**src/rtl/mac_ctrl_pkg.sv**
```systemverilog
// Shared definitions for the MAC array controller: FSM states, inst bit positions
// and phase-length helpers used to size and terminate the phase counter.
package mac_ctrl_pkg;

  typedef enum logic [2:0] {
    S_IDLE,
    S_LOAD,
    S_GAP,
    S_EXEC,
    S_DRAIN,
    S_DONE
  } state_t;

  localparam int INST_EXEC = 1;
  localparam int INST_LOAD = 0;

  // Long enough for the last execute vector to clear row skew plus column skew.
  function automatic int drain_len(input int rows, input int cols);
    return rows + cols + 1;
  endfunction

  function automatic int cnt_width(input int cw, input int rows, input int cols);
    int w;
    w = $clog2(rows + cols + 2);
    return (cw > w) ? cw : w;
  endfunction

endpackage

```
**src/rtl/inst_skew.sv**
```systemverilog
// DEPTH-stage shift-register delay line; tap k is din delayed by k+1 cycles.
// No flow control: shifts every cycle, cleared asynchronously.
module inst_skew #(
  parameter int DEPTH = 1,
  parameter int WIDTH = 1
) (
  input  logic                   clk,
  input  logic                   reset,
  input  logic [WIDTH-1:0]       din,
  output logic [DEPTH*WIDTH-1:0] taps
);

  logic [WIDTH-1:0] stage [DEPTH];

  always_ff @(posedge clk or negedge reset) begin
    if (!reset) begin
      for (int k = 0; k < DEPTH; k++) stage[k] <= '0;
    end else begin
      stage[0] <= din;
      for (int k = 1; k < DEPTH; k++) stage[k] <= stage[k-1];
    end
  end

  always_comb begin
    taps = '0;
    for (int k = 0; k < DEPTH; k++) taps[k*WIDTH +: WIDTH] = stage[k];
  end

endmodule

```
**src/rtl/mac_array_ctrl.sv**
```systemverilog
// Systolic MAC array job sequencer: LOAD/GAP/EXEC/DRAIN with skewed row inst and column valids.
// Row-0 inst is combinational from state; each phase waits at entry for l0_ready, then runs blind.
module mac_array_ctrl
  import mac_ctrl_pkg::*;
#(
  parameter int ROW = 8,
  parameter int COL = 8,
  parameter int CW  = 8
) (
  input  logic            clk,
  input  logic            reset,
  input  logic            start,
  input  logic            load_en,
  input  logic [CW-1:0]   num_vec,
  input  logic            act_mode_in,
  input  logic            l0_ready,
  output logic [2*ROW-1:0] inst_w,
  output logic [ROW-1:0]  l0_rd,
  output logic            act_mode,
  output logic [COL-1:0]  col_valid,
  output logic            busy,
  output logic            done
);

  localparam int CNTW = cnt_width(CW, ROW, COL);
  localparam logic [CNTW-1:0] COL_LEN   = CNTW'(COL);
  localparam logic [CNTW-1:0] DRAIN_LEN = CNTW'(drain_len(ROW, COL));

  state_t          state, state_n;
  logic [CNTW-1:0] cnt, cnt_n, cnt_inc, exec_len;
  logic [CW-1:0]   nv_q;
  logic            loaded, loaded_n;
  logic            go;
  logic [1:0]      row0_inst;
  logic [2*(ROW-1)-1:0] row_taps;

  assign cnt_inc  = cnt + CNTW'(1);
  assign exec_len = CNTW'(nv_q);

  always_ff @(posedge clk or negedge reset) begin
    if (!reset) begin
      state    <= S_IDLE;
      cnt      <= '0;
      nv_q     <= '0;
      act_mode <= 1'b0;
      loaded   <= 1'b0;
    end else begin
      state  <= state_n;
      cnt    <= cnt_n;
      loaded <= loaded_n;
      if (state == S_IDLE && start) begin
        nv_q     <= num_vec;
        act_mode <= act_mode_in;
      end
    end
  end

  // A phase is waiting at entry only while its counter is still zero.
  always_comb begin
    state_n   = state;
    cnt_n     = cnt;
    loaded_n  = loaded;
    row0_inst = 2'b00;
    go        = (cnt != '0) || l0_ready;
    unique case (state)
      S_IDLE: begin
        if (start) begin
          cnt_n = '0;
          // Tiles lose their kernels on reset, so the first job after one must load.
          if (load_en || !loaded)  state_n = S_LOAD;
          else if (num_vec == '0)  state_n = S_DRAIN;
          else                     state_n = S_EXEC;
        end
      end
      S_LOAD: begin
        if (go) begin
          row0_inst[INST_LOAD] = 1'b1;
          if (cnt_inc == COL_LEN) begin
            state_n  = S_GAP;
            cnt_n    = '0;
            loaded_n = 1'b1;
          end else begin
            cnt_n = cnt_inc;
          end
        end
      end
      S_GAP: begin
        if (go) begin
          if (cnt_inc == COL_LEN) begin
            state_n = (nv_q == '0) ? S_DRAIN : S_EXEC;
            cnt_n   = '0;
          end else begin
            cnt_n = cnt_inc;
          end
        end
      end
      S_EXEC: begin
        if (go) begin
          row0_inst[INST_EXEC] = 1'b1;
          if (cnt_inc == exec_len) begin
            state_n = S_DRAIN;
            cnt_n   = '0;
          end else begin
            cnt_n = cnt_inc;
          end
        end
      end
      S_DRAIN: begin
        if (go) begin
          if (cnt_inc == DRAIN_LEN) begin
            state_n = S_DONE;
            cnt_n   = '0;
          end else begin
            cnt_n = cnt_inc;
          end
        end
      end
      S_DONE: begin
        state_n = S_IDLE;
        cnt_n   = '0;
      end
      default: begin
        state_n = S_IDLE;
        cnt_n   = '0;
      end
    endcase
  end

  inst_skew #(.DEPTH(ROW-1), .WIDTH(2)) u_row_skew (
    .clk   (clk),
    .reset (reset),
    .din   (row0_inst),
    .taps  (row_taps)
  );

  assign inst_w = {row_taps, row0_inst};

  inst_skew #(.DEPTH(COL), .WIDTH(1)) u_col_skew (
    .clk   (clk),
    .reset (reset),
    .din   (inst_w[2*(ROW-1)+INST_EXEC]),
    .taps  (col_valid)
  );

  always_comb begin
    l0_rd = '0;
    for (int r = 0; r < ROW; r++) l0_rd[r] = |inst_w[2*r +: 2];
  end

  assign busy = (state != S_IDLE);
  assign done = (state == S_DONE);

endmodule

```
**config.mk**
```make
export PLATFORM = sky130hd
export DESIGN_NAME = mac_array_ctrl
export DESIGN_NICKNAME = d
export VERILOG_FILES = /design/src/rtl/mac_ctrl_pkg.sv /design/src/rtl/inst_skew.sv /design/src/rtl/mac_array_ctrl.sv
export SDC_FILE = /design/constraint.sdc
export NUM_CORES = 1
export LEC_CHECK = 0
export BUFFER_PORTS_ARGS = -buffer_cell sky130_fd_sc_hd__buf_4
export CAP_MARGIN = 20
export CORE_MARGIN = 2
export CORE_UTILIZATION = 47
export DETAILED_ROUTE_END_ITERATION = 6
export PLACE_DENSITY = 0.82
export SYNTH_ARGS = -nofsm -noshare
export SYNTH_HDL_FRONTEND = slang
export SYNTH_SLANG_ARGS = --single-unit
```
**constraint.sdc**
```tcl
create_clock -name clk -period 4.3 [get_ports clk]
set_input_delay 1.075 -clock clk [delete_from_list [all_inputs] [get_ports clk]]
set_output_delay 1.075 -clock clk [all_outputs]
set_load 0.01 [all_outputs]
```
==> qor.txt <==
status: finished clean
Worst setup SP type: register
Max Slew Vio Count: 0
Rows: 25
I/O pins: 49
Clock Latency Late Sink: 300 ps
Max VDD drop: 0.000400 V
Comb power frac: 47.9%
ys async rst share: 100%
antenna fix cells: 0
part of the power in registers: 38.4%
Clock Tree Root: clkbuf_8
gr usage total: 20.4%
CTS tree: yes
largest net degree at the start of global routing: 44
pwr dens: 711 mW/mm^2
sw frac: 40.5%
CP arrival: 2410 ps
Remaining Overflow, GRT: 0
Post-Syn Area: 0.00225 mm^2
Int Pwr: 1.14 mW
max cap viols: 0
post-synthesis cell type count: 55
Resized Gates After CTS: 0
die area: 0.00535 mm^2
gpl congestion: 0.897
# hold bufs at CTS: 0
Sw Pwr: 0.778 mW
ys flop type: dfrtp_1
Wirelength per Cell: 16.0 um
synthesis-stage register bit count: 43
clock buffer depth: 2
HP Class: reg2reg
Detailed Route WL: 5050 um
Die Span Y: 73.2 um
Worst-Margin Slew: 623 ps
first-pass GRT wire length: 8400 um
PortBufs: 48
WHS: 379 ps
H-tree levels: 2
number of CTS-inserted buffers: 5
Fmax: 0.287 GHz
CTS Sinks: 43
Clock Pin Slew Worst Setup and Hold Paths: 80 ps
Post-DRT Antenna Nets: 0
most frequent cells in the layout: buf_4 (48), dfrtp_1 (43), nand2_1 (21)
vias in the first global route: 1,754
Sum Neg Setup Slack: 0 ps
via-per-instance ratio: 5.77
initial core utilization: 48.2%
Nets: 277
Leakage: 1.25 nW
clk_skew: 3.79 ps
Avg Cell Area, Syn: 10.3 um^2
Util after Layout: 58.0%
synthesized net count: 235
synth warn: 0
Seq/Total Area, Yosys: 47.9%
Slew HR: 58.1%
Worst setup EP type: output pin
DR iter-0 viols: 144
Worst Path Class, Setup: reg2out
commonest non-fill, non-tap cell in the layout: buf_4
Core Area: 0.00466 mm^2
layout cells sized above 1: 31.4%
Max FO, Critical Path: 8
min Tclk post-route: 3480 ps
Horiz. Die Dim: 73.2 um
Vias: 1,817
crit share post-route: 81.0%
RSZ-0062 raised after global routing: no
Final Setup Violations: 0
final hold vios: 0
postcts setup bufs: 0
DR pass1 iterations: 4
HPWL Detailed: 3740 um
WP data required: 3220 ps
# DRC: 0
Syn Inst Count: 218
clock power share: 13.7%
synthesis-to-finish area growth: 20.1%
initial antenna violation count: 0
number of enable flip-flop cells after synthesis: 0
[through the flow]
stage,instances,worst slack (ps),instance area (um^2),power (mW)
floorplan,218,1470,2250,1.28
global placement,307,1110,2610,1.62
detailed placement,307,1100,2610,1.66
CTS,315,829,2700,1.93
global route,315,637,2700,2.05
finish,315,815,2700,1.92
[state kept, by name (all words and copies together) (netlist names)]
signal           count
act_mode             1
cnt                  8
exec_len             8
loaded               1
state                3
u_col_skew.taps      8
u_row_skew.taps     14
[critical path: stages, from the launching register on]
cell and delay, ps:
dfrtp_1 470, inv_1 120, ha_1 170, or4b_1 450, nor3_2 400, nor3_1 150
and2_1 210, buf_4 140
[worst paths after layout]
check | from | endpoint | slack [ps] | depth (start not counted)
hold / removal | u_col_skew.taps[0] | u_col_skew.taps[1] | 380 | 0
max in group asynchronous | reset | cnt[6] | 3190 | 1
min in group asynchronous | reset | u_row_skew.taps[13] | 760 | 1
hold reg to reg | u_col_skew.taps[0] | u_col_skew.taps[1] | 380 | 0
setup reg to reg | cnt[0] | state[0] | 1470 | 8
setup / recovery | cnt[0] | inst_w[1] | 820 | 7
[cell families after synthesis]
group,count (synthesis),synth area share [%]
flip-flops,43,47.9
AND/OR/NAND/NOR,81,20.6
XOR/XNOR,12,5.34
adder cells (fa/ha/maj),3,1.67
multiplexers,10,4.95
buffers and inverters,20,4.17
AO/OA/AOI/OAI,49,15.4
[power by group through the flow]
| stage | combinational (mW) | clock [mW] | sequential, mW |
|---|---|---|---|
| 6_report | 0.920 | 0.263 | 0.737 |
| 3_5_place_dp | 0.915 | 0 | 0.744 |
| 4_1_cts | 0.918 | 0.272 | 0.736 |
| 2_1_floorplan | 0.569 | 0 | 0.711 |
| 5_1_grt | 0.993 | 0.290 | 0.766 |
| 3_3_place_gp | 0.890 | 0 | 0.732 |
[metal layers]
metal	GRT usage (%)	share of wire, %	vias to the layer above	wire [um]
met1	28.3	43	848	2150
met2	30.6	47	90	2380
li1	-	-	868	-
met3	4.83	8.1	11	410
met5	0	0	-	0
met4	8.85	2.1	0	107
[synth_stat cells, types with 2 or more instances]
library cell / number / share of area, %
a31oi_1: 3 / 0.83
nand4_1: 2 / 0.56
o211ai_1: 3 / 1.0
or2_2: 7 / 1.9
nor3_2: 2 / 0.89
nor2b_1: 3 / 0.83
nand3_1: 8 / 1.8
nor3b_1: 2 / 0.67
a21oi_1: 10 / 2.2
a21o_1: 4 / 1.3
nor3_1: 9 / 2.0
nor4_1: 7 / 1.9
o21ai_0: 9 / 2.0
or3_4: 2 / 1.0
o22ai_1: 3 / 0.83
o21ai_1: 3 / 0.67
mux2_2: 8 / 4.0
buf_2: 6 / 1.3
ha_1: 3 / 1.7
xnor2_1: 6 / 2.3
xor2_1: 5 / 1.9
a211oi_2: 2 / 1.1
inv_1: 6 / 1.0
nand2_1: 21 / 3.5
and3_1: 2 / 0.56
clkbuf_1: 5 / 0.83
nor2_1: 6 / 1.0
dfrtp_1: 43 / 48
o31a_1: 2 / 0.78
[area by class of cell]
cell class | instances | area [um^2]
clock buffer | 5 | 68.8
clock inverter | 3 | 23.8
fill | 404 | 1960
inverter | 7 | 26.3
multi-input combinational | 155 | 1080
sequential | 43 | 1080
tap | 54 | 67.6
timing repair buffer | 48 | 360
Note: power is estimated with default switching activity, not from simulation.
